**src/rtl/branch_predictor_pkg.sv**
```systemverilog
// branch_predictor_pkg: shared BHT counter encodings, FSM states and reset counter value
package branch_predictor_pkg;
   typedef enum logic [1:0] {
      STRONG_NT = 2'b00,
      WEAK_NT   = 2'b01,
      WEAK_T    = 2'b10,
      STRONG_T  = 2'b11
   } bht_ctr_e;
   typedef enum logic {
      BP_INIT,
      BP_RUN
   } bp_state_e;
   localparam bht_ctr_e BHT_RESET_CTR = WEAK_NT;
endpackage

```
**src/rtl/branch_predictor_bht_sat_ctr.sv**
```systemverilog
// bht_sat_ctr: combinational 2-bit saturating counter next-state function
module bht_sat_ctr
   import branch_predictor_pkg::*;
(
   input  logic [1:0] ctr_i,
   input  logic       taken_i,
   output logic [1:0] ctr_o
);
   // Step toward the resolved direction, holding at either end
   always_comb begin
      ctr_o = taken_i ? ((ctr_i == STRONG_T) ? ctr_i : ctr_i + 2'd1)
                      : ((ctr_i == STRONG_NT) ? ctr_i : ctr_i - 2'd1);
   end
endmodule

```
**src/rtl/branch_predictor.sv**
```systemverilog
// branch_predictor: bimodal 2-bit BHT with mispredict redirect; BRANCH_STATS_EN adds update/mispredict counters
module branch_predictor
   import branch_predictor_pkg::*;
#(
   parameter int ENTRIES = 64
) (
   input  logic        clk_i,
   input  logic        rst_i,
   output logic        ready_o,
   input  logic        pred_valid_i,
   input  logic [31:0] pred_pc_i,
   output logic        pred_valid_o,
   output logic        pred_taken_o,
   input  logic        flush_i,
   input  logic        update_valid_i,
   input  logic [31:0] update_pc_i,
   input  logic        update_taken_i,
   input  logic        update_pred_i,
   input  logic [31:0] update_target_i,
`ifdef BRANCH_STATS_EN
   output logic [31:0] branch_count_o,
   output logic [31:0] mispredict_count_o,
`endif
   output logic        mispredict_o,
   output logic [31:0] redirect_pc_o
);
   localparam int INDEX_BITS = $clog2(ENTRIES);
   bp_state_e             state_q;
   logic [INDEX_BITS-1:0] init_idx_q;
   logic [1:0]            bht_q [ENTRIES];
   logic                  ready_q, pred_valid_q, pred_taken_q, mispredict_q;
   logic [31:0]           redirect_q;
   logic [INDEX_BITS-1:0] pred_idx, upd_idx;
   logic [1:0]            upd_ctr;
   logic                  run, pred_fire, mispredict_d;
   logic [31:0]           redirect_d;
   logic                  unused_pc;
   assign run       = state_q == BP_RUN;
   assign pred_idx  = pred_pc_i[INDEX_BITS+1:2];
   assign upd_idx   = update_pc_i[INDEX_BITS+1:2];
   assign pred_fire = run & pred_valid_i & ~flush_i;
   assign unused_pc = ^{pred_pc_i[31:INDEX_BITS+2], pred_pc_i[1:0]};
   bht_sat_ctr u_sat (
      .ctr_i   (bht_q[upd_idx]),
      .taken_i (update_taken_i),
      .ctr_o   (upd_ctr)
   );
   // Mispredict when the resolved direction differs from the one used; redirect to the correct path
   always_comb begin
      mispredict_d = run & update_valid_i & (update_taken_i != update_pred_i);
      redirect_d   = update_taken_i ? update_target_i : update_pc_i + 32'd4;
   end
   // Init sequencer: sweep one entry per cycle, then run until reset
   always_ff @(posedge clk_i) begin
      if (rst_i) begin
         state_q    <= BP_INIT;
         init_idx_q <= '0;
         ready_q    <= 1'b0;
      end else if (state_q == BP_INIT) begin
         init_idx_q <= init_idx_q + INDEX_BITS'(1);
         if (init_idx_q == INDEX_BITS'(ENTRIES - 1)) begin
            state_q <= BP_RUN;
            ready_q <= 1'b1;
         end
      end
   end
   // Table write: reset value during the init sweep, saturating update once running
   always_ff @(posedge clk_i) begin
      if (!run) bht_q[init_idx_q] <= BHT_RESET_CTR;
      else if (update_valid_i) bht_q[upd_idx] <= upd_ctr;
   end
   // Registered prediction and redirect outputs; table read sees the pre-update counter
   always_ff @(posedge clk_i) begin
      if (rst_i) begin
         pred_valid_q <= 1'b0;
         pred_taken_q <= 1'b0;
         mispredict_q <= 1'b0;
         redirect_q   <= '0;
      end else begin
         pred_valid_q <= pred_fire;
         if (pred_fire) pred_taken_q <= bht_q[pred_idx][1];
         mispredict_q <= mispredict_d;
         if (mispredict_d) redirect_q <= redirect_d;
      end
   end
`ifdef BRANCH_STATS_EN
   logic [31:0] branch_count_q, mispredict_count_q;
   // Wrapping event counters for accepted updates and mispredicts
   always_ff @(posedge clk_i) begin
      if (rst_i) begin
         branch_count_q     <= '0;
         mispredict_count_q <= '0;
      end else begin
         if (run & update_valid_i) branch_count_q <= branch_count_q + 32'd1;
         if (mispredict_d) mispredict_count_q <= mispredict_count_q + 32'd1;
      end
   end
   assign branch_count_o     = branch_count_q;
   assign mispredict_count_o = mispredict_count_q;
`endif
   assign ready_o       = ready_q;
   assign pred_valid_o  = pred_valid_q;
   assign pred_taken_o  = pred_taken_q;
   assign mispredict_o  = mispredict_q;
   assign redirect_pc_o = redirect_q;
endmodule

```
**config.mk**
```make
export PLATFORM = sky130hd
export DESIGN_NAME = branch_predictor
export DESIGN_NICKNAME = d
export VERILOG_FILES = /design/src/rtl/branch_predictor_pkg.sv /design/src/rtl/branch_predictor_bht_sat_ctr.sv /design/src/rtl/branch_predictor.sv
export SDC_FILE = /design/constraint.sdc
export NUM_CORES = 1
export LEC_CHECK = 0
export CAP_MARGIN = 20
export CORE_MARGIN = 8
export CORE_UTILIZATION = 54
export CTS_CLUSTER_SIZE = 20
export DETAILED_ROUTE_END_ITERATION = 7
export PLACE_DENSITY = 0.83
export SYNTH_ARGS = -nofsm -noshare
export SYNTH_HDL_FRONTEND = slang
export SYNTH_SLANG_ARGS = --single-unit
```
**constraint.sdc**
```tcl
create_clock -name clk_i -period 6.85 [get_ports clk_i]
set_input_delay 1.37 -clock clk_i [delete_from_list [all_inputs] [get_ports clk_i]]
set_output_delay 1.37 -clock clk_i [all_outputs]
set_load 0.02 [all_outputs]
```
After elaboration in Yosys (flattened, before gate mapping)
Memories as Yosys holds them, arrays and structs flattened. A register that Yosys moved wholly into a read port is not among the register bits.
Cells that the tools add are included.
{"block": "op_classes", "bitwise_logic": 6, "n_addsub": 4, "n_shift": 0, "reduce_logical": 3, "n_lt_le_gt_ge": 0, "n_eq_ne": 3, "div_mod_pow": 0, "n_mul": 0, "mux": 13}
{"cell": "adder 32 x 3 -> 32 bit, second input constant", "n": 1}
{"cell": "two-way mux 32 bit", "n": 1}
{"cell": "two-way mux 2 bit", "n": 4}
{"cell": "two-way mux 1 bit", "n": 7}
{"cell": "adder 6 x 1 -> 6 bit, second input constant", "n": 1}
{"cell": "== test 6 bit, second input constant", "n": 1}
{"cell": "two-way mux 6 bit", "n": 1}
{"cell": "bitwise AND 1 bit", "n": 4}
{"cell": "adder 2 x 1 -> 2 bit, second input constant", "n": 1}
{"cell": "== test 2 bit, second input constant", "n": 1}
{"cell": "zero test 2 bit", "n": 1}
{"cell": "inverter 1 bit", "n": 2}
{"cell": "AND reduction 2 bit", "n": 1}
{"cell": "OR reduction 2 bit", "n": 1}
{"cell": "subtractor 2 x 1 -> 2 bit, second input constant", "n": 1}
{"cell": "!= test 1 bit", "n": 1}
{"block": "totals", "memories": 1, "in_bits": 103, "latchBits": 0, "out_inout_bits": 36, "mem_bits_rw": 128, "reg_bits": 42, "romBits": 0, "word_cells": 36}
{"memory": "bht_q", "words": 64, "word_bits": 2, "rd": 2, "rd_ports_with_merged_regs": 1, "wr": 1, "line": "branch_predictor.sv:30", "text": "logic [1:0] bht_q [ENTRIES];"}

Longest topological paths before layout
{"block": "logic_depth", "word_depth": 5, "ltp_mapped": 9, "depth_no_buf": 8}

Hierarchy
A second synthesis with hierarchy kept.
{"block": "unflattened", "cells_unflattened": 680, "area_unflattened_um2": 8475.6}
{"module": "branch_predictor", "area_each_um2": 8449.4, "seq_area_each_um2": 4704.5, "cells_each": 677, "n_inst": 1}
{"module": "bht_sat_ctr", "area_each_um2": 26.3, "seq_area_each_um2": 0.0, "cells_each": 3, "n_inst": 1}

Least setup slack after synthesis
No wires, ideal clock.
{"block": "synth_timing", "path_type": "input to register", "startpoint": "input update_pc_i[2]", "endpoint": "memory bht_q[0][0] (data pin)", "cell_stages": 9, "n_path_buf": 2, "arrival_ps": 5462, "setup_time_ps": 702, "setup_slack_ps": 687, "t_required_ps": 6148, "path_cell_list": "clkbuf_1 -> buf_2 -> mux4_2 -> mux2i_1 -> nand3_1 -> o22a_1 -> nand3_1 -> a21oi_1 -> o21ai_0"}
{"block": "synth_via", "elab_chain_cells": 5, "elab_cells_between_ends": 9, "classes_between": "add/sub: 2; eq/ne: 1; mux: 4; reduce/logical: 1; memory: 1"}
{"item": "start, declared", "line": "branch_predictor.sv:16", "text": "input logic [31:0] update_pc_i,"}
{"item": "memory (64 x 2 bit) (*)"}
{"item": "subtractor 2 x 1 -> 2 bit, or another cell as far along", "line": "branch_predictor_bht_sat_ctr.sv:12", "text": ": ((ctr_i == STRONG_NT) ? ctr_i : ctr_i - 2'd1);"}
{"item": "two-way mux 2 bit, on equally long branches", "line": "branch_predictor_bht_sat_ctr.sv:12, branch_predictor_bht_sat_ctr.sv:11"}
{"item": "two-way mux 2 bit (*)", "line": "branch_predictor_bht_sat_ctr.sv:11", "text": "ctr_o = taken_i ? ((ctr_i == STRONG_T) ? ctr_i : ctr_i + 2'd1)"}
{"item": "two-way mux 2 bit (no source line) (*)"}
{"item": "end, declared", "line": "branch_predictor.sv:30"}
Mark *: on every way between the ends. The rest lies on a longest branch, timed or not.

Final worst setup path
{"block": "layout_timing", "startpoint": "input update_pc_i[4]", "endpoint": "memory bht_q[39][1] (data pin)"}
The elaborated chain is that of the path after synthesis.

==> results.md <==
* Top Family by Delay on Critical Path: compound AO/OA/AOI/OAI gates
* Peak supply drop at between 0.00015 and 0.0002 V
* Post-synth EDFFs at ~130
* Routing usage on met1 at 29.3%
* Arrival time at the worst endpoint at 5.17 ns
* Critical path class: primary input to flop
* Reg2Reg Setup Slack at 3.73 ns
* Worst Hold Class: flop to flop
* DRT Wirelength at 23.5 mm
* Reg2Reg Depth at 8
* Layout cell share with drive strength beyond 1 at 10.2%
* Status: finished clean
* Final net count at 906
* Cell Chain, Critical Path: clkdlybuf4s50_1 > nor2_1 > a22oi_1 > a211oi_1 > o41ai_1 > and3_1 > o21ai_0 > a21oi_4 > buf_4
* IO buf count at 112
* Synth unique cells at 46
* Max Root-Sink Buffers at 2
* # rows at 45
* Buf/Inv on CP at 2
* #FFs+latches synth at approximately 170
* Diode count at 0
* Postcts setup bufs at 0
* Area Overhead vs Synth at 21.9%
* Die Area at 19,700 µm²
* Worst setup EP type: flop
* Tmin final at between 4 and 5 ns
* Fin. Hold Viols at 0
* Synth Instances at 705
* Pre-antenna DRT Iters at 6
* Commonest non-fill, non-tap cell in the layout: edfxtp_1
* Post-route design area at 10,200 µm²
* Clock Latency Late Sink at roughly 0.44 ns
* Resized cells post-CTS at 0
* GRT busiest layer: met2
* Detail Placement HPWL at ~16 mm
* Final Cycle Share at 71.9%
* Met2 GRT Util at 38.9%
* Leading cell types in the layout, fill and taps excluded: edfxtp_1, clkdlybuf4s50_1, nor2_1, nand2_1, dfxtp_1
* DRC at 0
* Ports at 139
* Critical path's slowest cell: clkdlybuf4s50_1
* Synth Area per Inst at roughly 12 µm²
* Most used DFF post-synth: edfxtp_1
* TNS Setup at 0 ns
* Antenna Nets Post-Route at 0
* Vias in the first global route at about 6,400
* Final setup skew at ~0.014 ns
* Synth top area cells: edfxtp_1, mux4_2, dfxtp_1
* Global-route wire length before repair at 35.6 mm
* CTS Buf Count at 17
* DR vias at 6,415
* Slew of the pin with the lowest slew margin at 1.05 ns
* Unrepaired setup endpoints after global routing: no
* Gr usage total at 23.7%
* Max-slew violation count at 0
* Largest net degree at the start of global routing at 65
* Yosys warning count at 0
* Yosys top cell area share at a little under half
* Pwr/cell area at roughly 220 nW/µm²
* Ys async rst share at 0%
* DR iter-0 viols at roughly 620
* Worst Hold Depth at 2
* Post-synthesis net count at 810
* Worst endpoint required time at 7.09 ns
* CTS clk-pin slew, worst paths at 0.07 ns
* Sequential-to-total area share from yosys stat at 56.3%
* Final setup fails at 0
* Startpoint Class: primary input
* Initial antenna violation count at 0
* Synthesized area at 8350 µm²
* Die width at between 100 and 150 µm
* WL per Instance at 23.4 µm
* Max-cap violations at 0
* CTS sink cnt at 171
* H-tree depth at 4
* Met3 Use GR at 6.93%
* CP peak stage delay at 0.94 ns
* Post-CTS Hold Buffers at 0
* CTS root buffer: clkbuf_16
* Synth area leader: edfxtp_1
* Initial core utilization at 55.1%
* Overflow after GRT at 0
* CTS tree: built
* Vias per cell at between 6 and 7
* Max-slew headroom at 30.1%
* Core ar. at 15,100 µm²
* Die Span Y at 140 µm
* Cell depth of the worst setup path at 9
* Fmax at 203 MHz
* Leak at 3.45 nW
* Critical Path Fanout Max at 41
* GPL Wtd Cong at 0.941
* Dpl cell area at between 9000 and 10,000 µm²
[registers in the layout, indices dropped and copies added (netlist names)]
register       count
init_idx_q         6
pred_taken_o       1
pred_valid_o       1
redirect_pc_o     32
bht_q            128
ready_o            1
run                1
mispredict_o       1
[worst register-to-register path, cell delays in order, from the launching register on]
cell and delay [ns]:
edfxtp_1 0.33, mux2i_1 0.10, a22oi_1 0.24, a211oi_1 0.10
o41ai_1 0.51, and3_1 0.26, o21ai_0 0.16, a21oi_4 0.81
buf_4 0.41
[layer usage]
metal	wire, µm	vias to the layer above
met1	8830	3086
met5	0	-
li1	-	2813
met2	11100	462
met3	2930	54
met4	607	0
[stage by stage]
step | cells | utilization, % | hold slack, ns | worst slack (ns) | power [mW]
floorplan | 705 | - | 0.489 | 0.687 | 1.23
global placement | 970 | 63.4 | 0.440 | 1.67 | 1.32
detailed placement | 970 | 63.4 | 0.449 | 1.60 | 1.32
CTS | 1002 | 67.2 | 0.460 | 2.02 | 2.27
global route | 1002 | 67.2 | 0.475 | 1.80 | 2.33
finish | 1002 | 67.2 | 0.459 | 1.93 | 2.27
[power breakdown]
| group | internal (mW) | switching (mW) | total, mW | leakage, nW |
|---|---|---|---|---|
| logic | 0.0914 | 0.106 | 0.197 | 1.53 |
| clock network | 0.545 | 0.421 | 0.966 | 0.281 |
| registers | 1.10 | 0.00420 | 1.11 | 1.64 |
[cell usage after synthesis, drive strengths merged, types with 8 or more instances]
master,n
edfxtp,128
nor2,100
nand2,81
dfxtp,43
mux4,39
mux2i,37
clkbuf,28
a21oi,26
nand3,25
o21ai,23
xnor2,23
a22oi,14
buf,14
nor3,12
inv,10
xor2,9
a211oi,8
nand2b,8
o211ai,8
[path summary, 6_finish.rpt]
| check | startpoint | endpoint |
|---|---|---|
| min | redirect_pc_o[24]$_SDFFE_PP0P_ | redirect_pc_o[24]$_SDFFE_PP0P_ |
| max reg2reg | bht_q[7][0]$_DFFE_PP_ | bht_q[39][1]$_DFFE_PP_ |
| max | update_pc_i[4] | bht_q[39][1]$_DFFE_PP_ |
| min reg2reg | redirect_pc_o[24]$_SDFFE_PP0P_ | redirect_pc_o[24]$_SDFFE_PP0P_ |
[logic make-up (layout without fill, tap and decap cells)]
family	count (synthesis)	count (layout)	synth area share, %
flip-flops	171	171	56.3
XOR/XNOR	32	32	3.36
AND/OR/NAND/NOR	265	265	14.1
multiplexers	80	80	15.5
adder cells (fa/ha/maj)	2	2	0.300
AO/OA/AOI/OAI	103	103	7.90
buffers and inverters	52	161	2.55
[cell type report]
cell class | instances | area (µm²)
Timing Repair Buffer | 119 | 1160
Clock buffer | 18 | 429
Sequential cell | 171 | 4700
Multi-Input combinational cell | 482 | 3460
Clock inverter | 14 | 158
Fill cell | 1070 | 4960
Inverter | 10 | 37.5
Tap cell | 188 | 235
(Power assumes the default switching activity.)
==> variant 1, RTL diff (same flow settings) <==
Register the output `mispredict_o` once more; this adds one clock of latency there. The other outputs are not delayed to match.
--- a/src/rtl/branch_predictor.sv
+++ b/src/rtl/branch_predictor.sv
@@ -101,7 +101,9 @@
    assign ready_o       = ready_q;
    assign pred_valid_o  = pred_valid_q;
    assign pred_taken_o  = pred_taken_q;
-   assign mispredict_o  = mispredict_q;
+   always_ff @(posedge clk_i) begin
+      mispredict_o <= mispredict_q;
+   end
    assign redirect_pc_o = redirect_q;
 endmodule
 
Check against the original RTL: no difference found for any inputs over 10 cycles, from zero or initial values and one cycle with rst_i high; that may be too few to reach the edited logic, so the function may still have changed.
==> variant 1 against the original RTL <==
Final area up 0.54%; register-to-register slack about the same; hold slack worse by 0.13 ns; critical path depth unchanged; first-iteration DRC count unchanged; sequential cell count up 1; worst setup slack worse by 0.18 ns; wire length down 3.0%; synthesized area up 0.24%; cell count up 0.30%; power about the same; utilization up 0.11 points; count of clock-buffer cells in the layout unchanged; clock skew down 0.0044 ns; critical path type unchanged; largest power group unchanged.
==> variant 1: results (changes against the original RTL) <==
<table>
<tr><th>Metric</th><th>Value</th></tr>
<tr><th colspan="2">Final layout</th></tr>
<tr><td>Nets</td><td>909 (was 906)</td></tr>
<tr><td>Ratio of cells with drive above 1 in the final layout</td><td>10.3% (was 10.2%)</td></tr>
<tr><td>Count of placed standard cells in the final layout, fillers left out</td><td>1005 (was 1002)</td></tr>
<tr><th colspan="2">Worst setup path</th></tr>
<tr><td>Peak fanout along the critical path</td><td>34 (was 41)</td></tr>
<tr><td>Slowest stage delay, CP</td><td>1.01 ns (was 0.94 ns)</td></tr>
<tr><td>Crit Reg-Reg Endpoint</td><td>bht_q[0][1] (was bht_q[39][1])</td></tr>
<tr><th colspan="2">Placed design</th></tr>
<tr><td>Post-Place Cell Area</td><td>9630 µm² (was 9600 µm²)</td></tr>
<tr><td>Pre-CTS WS</td><td>1.51 ns (was 1.60 ns)</td></tr>
<tr><td>DP HPWL</td><td>15600 µm (was 16400 µm)</td></tr>
<tr><td>Gp weighted congestion</td><td>0.921 (was 0.941)</td></tr>
<tr><th colspan="2">Route</th></tr>
<tr><td>Overall via count from detail_route</td><td>6391 (was 6415)</td></tr>
<tr><td>Met3 WL post-DR</td><td>2550 µm (was 2930 µm)</td></tr>
<tr><td>Detailed-router iteration count before antenna repair</td><td>7 (was 6)</td></tr>
<tr><td>Detailed-routing wirelength on met1</td><td>8790 µm (was 8830 µm)</td></tr>
<tr><th colspan="2">GRT</th></tr>
<tr><td>Overall fraction of global-route tracks in use</td><td>23.2% (was 23.7%)</td></tr>
<tr><td>Wire length of the first global-routing pass</td><td>35300 µm (was 35600 µm)</td></tr>
<tr><td>Via count of the first global-routing pass</td><td>6332 (was 6414)</td></tr>
<tr><th colspan="2">Synth</th></tr>
<tr><td>Syn Nets</td><td>811 (was 810)</td></tr>
<tr><td>Share of synthesized area occupied by flip-flops and latches</td><td>56.4% (was 56.3%)</td></tr>
<tr><td>Area contributors post-synth</td><td>sky130_fd_sc_hd__edfxtp_1, sky130_fd_sc_hd__dfxtp_1, sky130_fd_sc_hd__mux4_2 (was sky130_fd_sc_hd__edfxtp_1, sky130_fd_sc_hd__mux4_2, sky130_fd_sc_hd__dfxtp_1)</td></tr>
<tr><td>Post-synthesis instance total</td><td>706 (was 705)</td></tr>
<tr><td>Most frequent cells after synthesis</td><td>sky130_fd_sc_hd__edfxtp_1, sky130_fd_sc_hd__nor2_1, sky130_fd_sc_hd__nand2_1 (unchanged)</td></tr>
<tr><th colspan="2">Timing</th></tr>
<tr><td>Headroom to the max-slew limit</td><td>34.7% (was 30.1%)</td></tr>
<tr><td>Final period demand of the worst path</td><td>5.10 ns (was 4.92 ns)</td></tr>
<tr><td>Worst clock skew on the final layout</td><td>0.00912 ns (was 0.0136 ns)</td></tr>
<tr><th colspan="2">Run status</th></tr>
<tr><td>Run status</td><td>completed (unchanged)</td></tr>
<tr><th colspan="2">Power</th></tr>
<tr><td>Worst voltage drop across the vdd grid</td><td>0.175 mV (was 0.187 mV)</td></tr>
<tr><td>Cell leakage power</td><td>3.49 nW (was 3.45 nW)</td></tr>
</table>
[variant 1: metal layers]
| layer | vias to the layer above | global-route usage (%) |
|---|---|---|
| li1 | 2820 | - |
| met1 | 3090 | 29.0 |
| met2 | 417 | 37.5 |
| met3 | 64 | 6.39 |
| met4 | 0 | 9.33 |
| met5 | - | 0 |
[variant 1: worst min path at each step]
| stage | from | to | slack [ns] |
|---|---|---|---|
| 4_1_cts | mispredict_q | mispredict_o | 0.33 |
| 6_report | mispredict_q | mispredict_o | 0.33 |
| 3_3_place_gp | mispredict_q | mispredict_o | 0.31 |
| 2_1_floorplan | mispredict_q | mispredict_o | 0.31 |
| 3_5_place_dp | mispredict_q | mispredict_o | 0.31 |
| 5_1_grt | mispredict_q | mispredict_o | 0.34 |
[variant 1: report_power, final]
part | leakage [nW] | internal, mW | switching [mW]
Sequential | 1.65 | 1.11 | 0.00383
Clock | 0.288 | 0.546 | 0.417
Combinational | 1.55 | 0.0913 | 0.104
[variant 1: area by class of cell]
type                       instances  area, µm²
clock inverter                    14        158
fill                            1043       4960
sequential                       172       4720
clock buffer                      18        429
tap                              188        235
inverter                          10       37.5
multi-input combinational        482       3460
timing repair buffer             121       1200
[variant 1: cell families after synthesis]
logic type,count (synthesis),synth area share [%]
flops,172,56.4
xor+xnor,32,3.35
simple gates,265,14.0
compound gates,103,7.88
mux,80,15.5
fa+ha+maj,2,0.299
buf+inv,52,2.54
[variant 1: critical path: cells and delay by family]
| family | cells | cell delay (ns) |
|---|---|---|
| AO/OA/AOI/OAI | 5 | 1.83 |
| buffers and inverters | 2 | 1.45 |
| AND/OR/NAND/NOR | 2 | 0.64 |
==> variant 2, RTL diff (same settings) <==
Made on the original files. Change the parameter `ENTRIES` from 64 to 128.
--- a/src/rtl/branch_predictor.sv
+++ b/src/rtl/branch_predictor.sv
@@ -2,7 +2,7 @@
 module branch_predictor
    import branch_predictor_pkg::*;
 #(
-   parameter int ENTRIES = 64
+   parameter int ENTRIES = 128
 ) (
    input  logic        clk_i,
    input  logic        rst_i,
Check against the original RTL: same outputs for any inputs over 10 cycles, from zero or initial values and one cycle with rst_i high; that may be too few to reach the edited logic, so the function may still have changed.
==> variant 2 against the original RTL <==
Final area grew 63%; synthesized area rose by 71%; worst setup slack worse by 0.023 ns; wire length up 56%; synthesized cell count grew 50%; utilization fell by 3.7 points; register-to-register slack worse by 0.33 ns; power rose by 67%; sequential cell count grew 129; sequential power is 77% higher; hold slack got worse by 0.0084 ns; critical path depth is 1 higher.
==> variant 2: results (changes against the original RTL) <==
<table>
<tr><th>Metric</th><th>Value</th></tr>
<tr><th colspan="2">Run status</th></tr>
<tr><td>Run status</td><td>completed (unchanged)</td></tr>
<tr><th colspan="2">Power</th></tr>
<tr><td>Worst voltage drop across the vdd grid</td><td>0.308 mV (was 0.187 mV)</td></tr>
<tr><td>Cell leakage power</td><td>5.64 nW (was 3.45 nW)</td></tr>
<tr><th colspan="2">Placed design</th></tr>
<tr><td>Post-Place Cell Area</td><td>15600 µm² (was 9600 µm²)</td></tr>
<tr><td>DP HPWL</td><td>24000 µm (was 16400 µm)</td></tr>
<tr><th colspan="2">Route</th></tr>
<tr><td>Overall via count from detail_route</td><td>9595 (was 6415)</td></tr>
<tr><td>Total Wirelength</td><td>36700 µm (was 23500 µm)</td></tr>
<tr><td>DRC violation total after the first TritonRoute iteration</td><td>1027 (was 617)</td></tr>
<tr><td>Met3 WL post-DR</td><td>4640 µm (was 2930 µm)</td></tr>
<tr><th colspan="2">GRT</th></tr>
<tr><td>Wire length of the first global-routing pass</td><td>55500 µm (was 35600 µm)</td></tr>
<tr><td>Met2 track demand over resource</td><td>37.4% (was 38.9%)</td></tr>
<tr><td>Met1 global-route usage</td><td>29.1% (was 29.3%)</td></tr>
<tr><td>Overall fraction of global-route tracks in use</td><td>22.7% (was 23.7%)</td></tr>
<tr><th colspan="2">Synth</th></tr>
<tr><td>Syn Nets</td><td>1166 (was 810)</td></tr>
<tr><td>Netlist cell types</td><td>58 (was 46)</td></tr>
<tr><td>Area contributors post-synth</td><td>sky130_fd_sc_hd__edfxtp_1, sky130_fd_sc_hd__mux4_2, sky130_fd_sc_hd__dfxtp_1 (unchanged)</td></tr>
<tr><th colspan="2">Worst setup path</th></tr>
<tr><td>Slowest stage delay, CP</td><td>0.61 ns (was 0.94 ns)</td></tr>
<tr><td>Crit path max-delay cell type</td><td>sky130_fd_sc_hd__buf_4 (was sky130_fd_sc_hd__clkdlybuf4s50_1)</td></tr>
<tr><th colspan="2">Clock tree</th></tr>
<tr><td>CTS H-Tree Depth</td><td>1 (was 4)</td></tr>
<tr><td>Total CTS buffers</td><td>30 (was 17)</td></tr>
<tr><td>Max clock buf depth</td><td>3 (was 2)</td></tr>
<tr><th colspan="2">Final layout</th></tr>
<tr><td>Filler cells</td><td>1911 (was 1070)</td></tr>
<tr><td>Ratio of cells with drive above 1 in the final layout</td><td>14.6% (was 10.2%)</td></tr>
<tr><td>Max reg flops</td><td>256 (was 128)</td></tr>
<tr><td>Nets</td><td>1257 (was 906)</td></tr>
<tr><th colspan="2">Timing</th></tr>
<tr><td>Worst clock skew on the final layout</td><td>0.0241 ns (was 0.0136 ns)</td></tr>
<tr><td>Least-Margin Pin Slew</td><td>1.11 ns (was 1.05 ns)</td></tr>
</table>
-- variant 2: cell count changes in the layout (fill, tap and decap cells not counted), sizes merged, moves of 12 or more --
cell	before	now
mux4	39	85
buf	9	21
nand2	81	110
edfxtp	128	256
clkbuf	18	45
o211ai	8	21
nor2	100	161
-- variant 2: worst paths after layout --
kind	start	end	slack [ns]	cells past startpoint
setup / recovery	update_pc_i[2]	bht_q[37][1]	1.90	10
hold / removal	redirect_pc_o[9]	redirect_pc_o[9]	0.45	2
hold reg to reg	redirect_pc_o[9]	redirect_pc_o[9]	0.45	2
setup reg to reg	bht_q[7][1]	bht_q[37][1]	3.40	8
-- variant 2: cell families (layout without fill, tap and decap cells) --
kind of cell    count (synthesis)  in the layout  share of synthesized area (%)
simple gates                  383            383                           11.9
flops                         300            300                           59.9
mux                           142            142                           17.5
compound gates                124            124                           5.73
buf+inv                        76            187                           2.68
xor+xnor                       34             34                           2.08
fa+ha+maj                       2              2                          0.175
-- variant 2: area by class of cell --
type / count / area (µm²) / share of cell area [%]
clock inverter: 7 / 47.5 / 0.287
multi-input combinational: 685 / 5370 / 32.4
timing repair buffer: 130 / 1260 / 7.63
inverter: 5 / 18.8 / 0.113
clock buffer: 45 / 872 / 5.27
tap: 335 / 419 / 2.53
sequential: 300 / 8570 / 51.7
-- variant 2: report_power, final --
group,switching (mW),total [mW],internal (mW)
clock network,0.668,1.54,0.874
registers,0.00454,1.96,1.96
logic,0.156,0.276,0.120
-- variant 2: worst max-delay path: cells and delay by family --
family                 cells  cell delay (ns)
AO/OA/AOI/OAI              5             1.70
multiplexers               2             0.70
buffers and inverters      3             1.38
